**config.mk**
```make
export PLATFORM = sky130hd
export DESIGN_NAME = req_pulse_scheduler
export DESIGN_NICKNAME = d
export VERILOG_FILES = /design/src/rtl/req_pulse_scheduler_pkg.sv /design/src/rtl/req_pulse_scheduler_edge_det.sv /design/src/rtl/req_pulse_scheduler.sv
export SDC_FILE = /design/constraint.sdc
export NUM_CORES = 1
export LEC_CHECK = 0
export ABC_AREA = 0
export BUFFER_PORTS_ARGS = -buffer_cell sky130_fd_sc_hd__buf_2
export CAP_MARGIN = 40
export CORE_ASPECT_RATIO = 0.6
export CORE_MARGIN = 1
export CORE_UTILIZATION = 48
export CTS_CLUSTER_SIZE = 14
export DETAILED_ROUTE_END_ITERATION = 6
export PLACE_DENSITY = 0.71
export SYNTH_ARGS = -nofsm -noshare
export SYNTH_HDL_FRONTEND = slang
export SYNTH_SLANG_ARGS = --single-unit
```
**constraint.sdc**
```tcl
create_clock -name clk -period 1.55 [get_ports clk]
set_input_delay 0.3875 -clock clk [delete_from_list [all_inputs] [get_ports clk]]
set_output_delay 0.3875 -clock clk [all_outputs]
set_load 0.03 [all_outputs]
```
**src/rtl/req_pulse_scheduler_pkg.sv**
```systemverilog
// Shared types and constants for the request pulse scheduler.
// Holds FSM state encodings, requester count, wait-counter width and
// the round-robin pick helper used by the top-level arbiter.
package req_pulse_scheduler_pkg;

  localparam int N_REQ_C = 4;
  localparam int CNT_W   = 8;

  typedef enum logic [1:0] {
    S_IDLE  = 2'b00,
    S_START = 2'b01,
    S_WAIT  = 2'b10
  } state_t;

  // Round-robin pick: scan from ptr+1 upward with wrap; the first set bit
  // wins. k == N_REQ_C wraps back onto ptr itself, so the last-served
  // requester is considered only after everyone else.
  function automatic logic [1:0] rr_pick(input logic [N_REQ_C-1:0] req,
                                         input logic [1:0]         ptr);
    logic [1:0] idx;
    logic [1:0] pick;
    logic       found;
    pick  = ptr;
    found = 1'b0;
    for (int k = 1; k <= N_REQ_C; k++) begin
      idx = ptr + 2'(k);
      if (!found && req[idx]) begin
        pick  = idx;
        found = 1'b1;
      end
    end
    return pick;
  endfunction

endpackage

```
**src/rtl/req_pulse_scheduler_edge_det.sv**
```systemverilog
// Purpose: rising-edge detector for one level request line.
// Latency: rise is combinational from level vs. the registered previous level.
// Backpressure: none; one pulse per 0->1 transition seen at a clock edge.
// Ports: clk, rst (sync, active-high), level (request level), rise (edge pulse).
module level_edge_det (
  input  logic clk,
  input  logic rst,
  input  logic level,
  output logic rise
);

  logic prev_q;

  // prev clears in reset so a level held through reset counts as new.
  always_ff @(posedge clk) begin
    if (rst) begin
      prev_q <= 1'b0;
    end else begin
      prev_q <= level;
    end
  end

  assign rise = level & ~prev_q;

endmodule

```
**src/rtl/req_pulse_scheduler.sv**
```systemverilog
// Purpose: latch request edges and launch one round-robin grant at a time.
// Latency: edge -> pending next cycle -> start the cycle after; WAIT until done/timeout.
// Backpressure: one grant outstanding; new edges queue in pending (merged, not counted).
// Ports: clk, rst (sync, active-high), level[N_REQ], done -> start, grant_id,
//        busy, pending[N_REQ], err (sticky timeout).
module req_pulse_scheduler
  import req_pulse_scheduler_pkg::*;
#(
  parameter int N_REQ   = N_REQ_C,
  parameter int TIMEOUT = 200
) (
  input  logic             clk,
  input  logic             rst,
  input  logic [N_REQ-1:0] level,
  input  logic             done,
  output logic             start,
  output logic [1:0]       grant_id,
  output logic             busy,
  output logic [N_REQ-1:0] pending,
  output logic             err
);

  state_t             state_q, state_d;
  logic [N_REQ-1:0]   pending_q, pending_d;
  logic [1:0]         rr_ptr_q, rr_ptr_d;
  logic [1:0]         grant_id_q, grant_id_d;
  logic [CNT_W-1:0]   cnt_q, cnt_d;
  logic               err_q, err_d;
  logic [N_REQ-1:0]   rise;

  for (genvar i = 0; i < N_REQ; i++) begin : g_edge
    level_edge_det u_edge (
      .clk   (clk),
      .rst   (rst),
      .level (level[i]),
      .rise  (rise[i])
    );
  end

  always_comb begin
    state_d    = state_q;
    pending_d  = pending_q | rise;
    rr_ptr_d   = rr_ptr_q;
    grant_id_d = grant_id_q;
    cnt_d      = cnt_q;
    err_d      = err_q;

    case (state_q)
      S_IDLE: begin
        // Selection is registered into grant_id so it is stable for START.
        if (|pending_q) begin
          grant_id_d = rr_pick(pending_q, rr_ptr_q);
          rr_ptr_d   = grant_id_d;
          state_d    = S_START;
        end
      end
      S_START: begin
        // Clear the served bit, but OR rise in afterwards so a fresh edge
        // on the same requester in this cycle is kept.
        pending_d = (pending_q & ~(N_REQ'(1) << grant_id_q)) | rise;
        cnt_d     = '0;
        state_d   = S_WAIT;
      end
      S_WAIT: begin
        if (done) begin
          state_d = S_IDLE;
        end else begin
          cnt_d = cnt_q + 1'b1;
          // cnt_q counts completed WAIT cycles, so this is the TIMEOUT-th.
          if (cnt_q == CNT_W'(TIMEOUT - 1)) begin
            state_d = S_IDLE;
            err_d   = 1'b1;
          end
        end
      end
      default: state_d = S_IDLE;
    endcase
  end

  always_ff @(posedge clk) begin
    if (rst) begin
      state_q    <= S_IDLE;
      pending_q  <= '0;
      rr_ptr_q   <= 2'd3;
      grant_id_q <= 2'd0;
      cnt_q      <= '0;
      err_q      <= 1'b0;
    end else begin
      state_q    <= state_d;
      pending_q  <= pending_d;
      rr_ptr_q   <= rr_ptr_d;
      grant_id_q <= grant_id_d;
      cnt_q      <= cnt_d;
      err_q      <= err_d;
    end
  end

  // Moore outputs straight from registers.
  assign start    = (state_q == S_START);
  assign busy     = (state_q == S_WAIT);
  assign grant_id = grant_id_q;
  assign pending  = pending_q;
  assign err      = err_q;

endmodule

```
**Word-level counts from Yosys, hierarchy flattened**

Cells that the tools add are included.

- Add/subtract/negate cells: 4
- Order comparisons: 4
- Shifts and indexed selects: 1
- Reductions and logical operators: 13
- Muxes and demuxes: 28
- Div/mod/pow operators: 0
- Multiply operators: 0
- Bitwise gates (word level): 13
- Eq/ne operators: 6

Operators with widths:

| kind | number |
|---|---|
| $pmux 8 s2 | 1 |
| $mux 2 | 7 |
| $mux 1 | 13 |
| $lt 2x3->1 const B | 4 |
| $add 8x1->8 const B | 1 |
| $bmux 1 s2 | 4 |
| $eq 8x8->1 const B | 1 |
| $mux 8 | 1 |
| $or 4x4->4 | 2 |
| $pmux 2 s3 | 1 |
| $reduce_and 2->1 | 3 |
| $not 1->1 | 5 |
| $add 2x2->2 const B | 2 |
| $and 1x1->1 | 4 |
| $and 4x4->4 | 1 |
| $mux 4 | 1 |
| $ne 2x2->1 const B | 2 |
| $not 4->4 | 1 |
| $reduce_or 4->1 | 1 |
| $shl 1x2->4 const A | 1 |
| $logic_and 1x1->1 | 3 |
| $logic_not 1->1 | 3 |
| $ne 3x2->1 const B | 1 |
| $reduce_and 3->1 | 1 |
| other kinds (5) | 5 |

- Bits in registers: 23
- Output and inout port bits: 9
- Memory bits (writable): 0
- Input port bits: 7
- Memories: 0
- Memory bits (read-only): 0
- Bits in latches: 0
- Logic and storage cells: 79

**Longest topological paths before layout**

- Depth in word-level cells: 19
- Depth in mapped cells: 5

**By module**

From an unflattened synthesis, not the netlist that was laid out.

- Cells, all modules: 134
- Area, all modules: 1,199.9 µm²

By module, submodules not included:

| module | cells each | area each (µm²) | seq. area each (µm²) | times used |
|---|---|---|---|---|
| req_pulse_scheduler | 122 | 1,009.7 | 380.4 | 1 |
| level_edge_det | 3 | 47.5 | 20.0 | 4 |

**Worst setup path before layout**

Ideal clock, no wire load.

- Kind: reg-to-reg
- Start point: register pending_q[1], in the netlist pending[1]
- End point: register rr_ptr_q[0]
- Path slack: -0.127 ns
- Stages on the path, launching flop included: 6
- Library setup time: 0.122 ns
- Arrival time: 1.555 ns
- Clock period less this slack: 1.677 ns
- Data required time: 1.428 ns
- Path through: dfxtp_1 -> buf_2 -> nor2_1 -> a211oi_1 -> a31oi_1 -> a311o_1

- Word-level cells in the longest chain between the ends: 18

RTL lines:

| item | line | text |
|---|---|---|
| from (decl) | req_pulse_scheduler.sv:24 | `logic [N_REQ-1:0] pending_q, pending_d;` |
| from (signal assigned) | req_pulse_scheduler.sv:90 | `pending_q <= pending_d;` |
| $bmux 1 s2 | req_pulse_scheduler_pkg.sv:27 | `if (!found && req[idx]) begin` |
| $mux 1 (not written as such) | req_pulse_scheduler_pkg.sv:27 |  |
| $mux 1 | req_pulse_scheduler_pkg.sv:27 |  |
| $mux 1 | req_pulse_scheduler.sv:51 | `if (\|pending_q) begin` |
| $mux 1 | req_pulse_scheduler.sv:48 | `case (state_q)` |
| $logic_not 1->1 | req_pulse_scheduler_pkg.sv:27 |  |
| $logic_and 1x1->1 | req_pulse_scheduler_pkg.sv:27 |  |
| $mux 1 | req_pulse_scheduler_pkg.sv:27 |  |
| [... 2 more ...] | -- |  |
| $logic_not 1->1 | req_pulse_scheduler_pkg.sv:27 |  |
| $logic_and 1x1->1 | req_pulse_scheduler_pkg.sv:27 |  |
| $mux 1 | req_pulse_scheduler_pkg.sv:27 |  |
| $mux 1 | req_pulse_scheduler.sv:51 |  |
| $mux 1 | req_pulse_scheduler.sv:48 |  |
| $logic_not 1->1 | req_pulse_scheduler_pkg.sv:27 |  |
| $logic_and 1x1->1 | req_pulse_scheduler_pkg.sv:27 |  |
| $mux 2 | req_pulse_scheduler_pkg.sv:27 |  |
| to (signal assigned) | req_pulse_scheduler.sv:91 | `rr_ptr_q <= rr_ptr_d;` |
| to (decl) | req_pulse_scheduler.sv:25 | `logic [1:0] rr_ptr_q, rr_ptr_d;` |

Several ways; a longest one is shown, not always the timed one. The select of a mux whose other input is x is not followed.
A chain may end at the register's enable or synchronous reset.

**Worst setup path in the final report**

- Start point: register state_q[0]
- End point: register cnt_q[7]

- Word-level cells in the longest chain between the ends: 3

RTL lines:

| item | line | text |
|---|---|---|
| from (decl) | req_pulse_scheduler.sv:23 | `state_t state_q, state_d;` |
| from (signal assigned) | req_pulse_scheduler.sv:89 | `state_q <= state_d;` |
| $eq 2x2->1 or $eq 2x1->1 (tied branches) | req_pulse_scheduler.sv:48 |  |
| $ne 2x2->1 (no line) or $reduce_bool 2->1 (tied branches) | -- |  |
| $reduce_and 2->1 (no line) | -- |  |
| to (signal assigned) | req_pulse_scheduler.sv:93 | `cnt_q <= cnt_d;` |
| to (decl) | req_pulse_scheduler.sv:27 | `logic [CNT_W-1:0] cnt_q, cnt_d;` |

Several ways; a longest one is shown, not always the timed one.

==> impl_metrics.json <==
{
  "worstPathMaxFanout": 4,
  "grt_max_degree": 24,
  "wirelength_um": 2400,
  "holdBufCountCts": 0,
  "worstHoldPathType": "input port to flop",
  "mappedNetlistNets": 143,
  "cp-endpoint": "cnt_q[7]",
  "clock_latency_ps": 260,
  "cp-start-kind": "flop",
  "cts_root_buf": "clkbuf_8",
  "dieArea_um2": 2560,
  "final_area_um2": 1360,
  "ios": 16,
  "cts_inserted_buffers": 3,
  "p_sw_mw": 0.427,
  "routed_via_density": 5.35,
  "startpoint": "state_q[0]",
  "power_mw": 1.39,
  "htreeDepth": 1,
  "grt_overflow_total": 0,
  "start_util_pct": 51.5,
  "drc_errors": 0,
  "min_path_cells": 2,
  "p_clk_share_pct": 25.9,
  "crit_cells": 4,
  "synth_cells": 135,
  "synth-edff-count": 0,
  "synth-seq-cells": 23,
  "drtIter0Drc": 49,
  "grt_pass1_vias": 868,
  "critPathArrivalTime_ps": 1670,
  "die_y_um": 39.6,
  "antenna_found_initial": 0,
  "slowest_stage": "or3b_1",
  "critical-path-top-delay-family": "simple AND/OR/NAND/NOR gates",
  "crit_chain": "or3b_1, nor4_2, mux2_1, nor2_1",
  "setup-tns-final_ps": 0,
  "max_slew_margin_pct": 72.6,
  "grt_usage_pct": 21.9,
  "num_vias": 1006,
  "path_class": "flop to flop",
  "pwr_density_cell_nw_per_um2": 1020,
  "tritoncts": "yes",
  "clkTransAtPathRegs_ps": 80,
  "worst_pin_slew_ps": 411,
  "dp.cells": 184,
  "clock-sinks": 23,
  "grt_pass1_wl_um": 3990,
  "worstRegToRegCells": 4,
  "slew_violations": 0,
  "areaGrowthSynthToFinish_pct": 20.0,
  "die_w_um": 64.6,
  "syn_area_per_cell_um2": 8.37,
  "antenna_cells": 0,
  "async_reset_ff_share_pct": 0,
  "dpl_cell_area_um2": 1290,
  "post_cts_buffers": 0,
  "finalNonFillerCells": 188,
  "drt_pass1_iterations": 4,
  "combPwrFrac_pct": 24.5,
  "leakagePower_nw": 0.562,
  "grt_setup_unrepaired": "false",
  "fin_util_pct": 61.8,
  "yosysSeqAreaShare_pct": 40.8,
  "rows": 13,
  "core_um2": 2200,
  "peakVddDrop_uv": 786,
  "skew_ps": 3.33,
  "r2r-end": "cnt_q[7]",
  "slowest_delay_ps": 480,
  "place.gp.congestion": 0.940,
  "final_nets": 167,
  "hold_viol_final": 0,
  "routedWlPerCell_um": 12.7,
  "max-clock-path-buffers": 2,
  "layout-drive-gt1-share_pct": 27.2,
  "portBuffers": 15,
  "synth.distinct_cells": 40,
  "end_kind": "flop",
  "fmax_mhz": 677,
  "regToRegSetupSlack_ps": 70,
  "netSwitchingFraction_pct": 30.8,
  "final.period_utilization_pct": 95.3,
  "crit_required_ps": 1750,
  "finalCriticalPeriod_ps": 1480,
  "internal_power_mw": 0.960,
  "fin_ws_ps": 72.6,
  "syn-cell-area_um2": 1130,
  "fillCellCount": 208,
  "ys.flop_type": "dfxtp_1",
  "r2r-start": "state_q[0]",
  "pwr-share-seq_pct": 49.6,
  "ys_warn_count": 0,
  "pre_cts_ws_ps": -67.9,
  "worst_hold_slack_ps": 346,
  "setup_viol": 0,
  "max-cap-violations": 0,
  "ant_nets": 0,
  "hpwl_um": 1880,
  "path_buf_inv": 0,
  "outcome": "complete, no violations"
}
==> metal layers <==
| metal | GRT usage [%] | routed length, µm | vias to the layer above |
|---|---|---|---|
| met4 | 5.00 | 13 | 0 |
| li1 | - | - | 516 |
| met3 | 6.40 | 174 | 2 |
| met2 | 32.6 | 1020 | 30 |
| met5 | 0 | 0 | - |
| met1 | 31.0 | 1190 | 458 |
==> flip-flops by register name, summed over array words and instances, names as in the netlist <==
register and count:
cnt_q 8, err 1, g_edge.u_edge.prev_q 4, grant_id 2
pending 4, rr_ptr_q 2, state_q 2
==> cells in the mapped netlist (2+ instances only) <==
| master | number | area, µm² |
|---|---|---|
| nor2_1 | 15 | 56.3 |
| a31oi_1 | 2 | 12.5 |
| inv_1 | 6 | 22.5 |
| nor4_1 | 2 | 12.5 |
| o31ai_1 | 2 | 15.0 |
| nand2b_1 | 9 | 56.3 |
| clkbuf_1 | 4 | 15.0 |
| o21ai_0 | 4 | 20.0 |
| a21oi_1 | 15 | 75.1 |
| nand3_1 | 5 | 25.0 |
| dfxtp_1 | 23 | 460 |
| nor3_1 | 3 | 15.0 |
| a211oi_1 | 2 | 15.0 |
| xnor2_1 | 2 | 17.5 |
| nor2b_1 | 7 | 43.8 |
| nor3b_1 | 2 | 15.0 |
| nand2_1 | 9 | 33.8 |
==> worst min-delay path by stage <==
| stage | start | end | slack, ps |
|---|---|---|---|
| after detailed placement | err | err | 460 |
| after floorplan | g_edge[0].u_edge.prev_q | pending[0] | 450 |
| after CTS | level[3] | g_edge[3].u_edge.prev_q | 350 |
| after global routing | level[3] | g_edge[3].u_edge.prev_q | 350 |
| final | level[3] | g_edge[3].u_edge.prev_q | 350 |
| after global placement | err | err | 450 |
==> cell families (layout without fill, tap and decap cells) <==
family | Yosys count | after routing | share of synthesized area, %
AOI/OAI and AO/OA | 30 | 30 | 15.9
xor gates and xnor gates | 2 | 2 | 1.55
adders and majority gates | 1 | 1 | 1.11
buffers and inverters | 13 | 36 | 5.20
DFF | 23 | 23 | 40.8
muxes | 3 | 3 | 2.88
and+or+nand+nor | 63 | 63 | 32.6
==> worst register-to-register path, delay by kind of cell, from the launching register on <==
kind,cells,cell delay [ps]
muxes,1,350
and+or+nand+nor,3,750
DFF,1,310
==> cells in the final DEF, fill, tap and decap left out, drive strengths merged <==
| cell type | n |
|---|---|
| buf | 26 |
| dfxtp | 23 |
| a21oi | 15 |
| nor2 | 15 |
| nand2b | 9 |
| nand2 | 9 |
| nor2b | 7 |
| inv | 6 |
| nand3 | 5 |
| o21ai | 4 |
| nor3 | 4 |
| nor4 | 4 |
| clkbuf | 3 |
| nor3b | 3 |
| a31oi | 2 |
| o31ai | 2 |
| xnor2 | 2 |
| or3b | 2 |
| a211oi | 2 |
| mux2 | 2 |
| nand4b | 1 |
| or2 | 1 |
| and3b | 1 |
| o211ai | 1 |
| o311ai | 1 |
| a211o | 1 |
| a21o | 1 |
| a311o | 1 |
| mux2i | 1 |
| and3 | 1 |
| nand4 | 1 |
| ha | 1 |
| clkinv | 1 |
==> power groups by stage <==
| stage | sequential, mW | clock [mW] | combinational [mW] |
|---|---|---|---|
| 3_3_place_gp | 0.699 | 0 | 0.320 |
| 3_5_place_dp | 0.701 | 0 | 0.328 |
| 6_report | 0.688 | 0.359 | 0.340 |
| 2_1_floorplan | 0.716 | 0 | 0.198 |
| 4_1_cts | 0.686 | 0.373 | 0.328 |
| 5_1_grt | 0.698 | 0.407 | 0.376 |
==> area by class of cell <==
type / instances / area, µm² / share of cell area, %
Timing Repair Buffer: 26 / 164 / 12.1
Clock inverter: 1 / 5.00 / 0.369
Sequential cell: 23 / 464 / 34.2
Tap cell: 30 / 37.5 / 2.77
Inverter: 6 / 22.5 / 1.66
Clock buffer: 3 / 41.3 / 3.04
Multi-Input combinational cell: 99 / 622 / 45.8
==> what timing repair did <==
action                                  in CTS  in global routing
gates resized for setup                      0                  8
endpoints found under the setup margin       0                  5
endpoints found under the hold margin        0                  0
(Power assumes the default switching activity.)
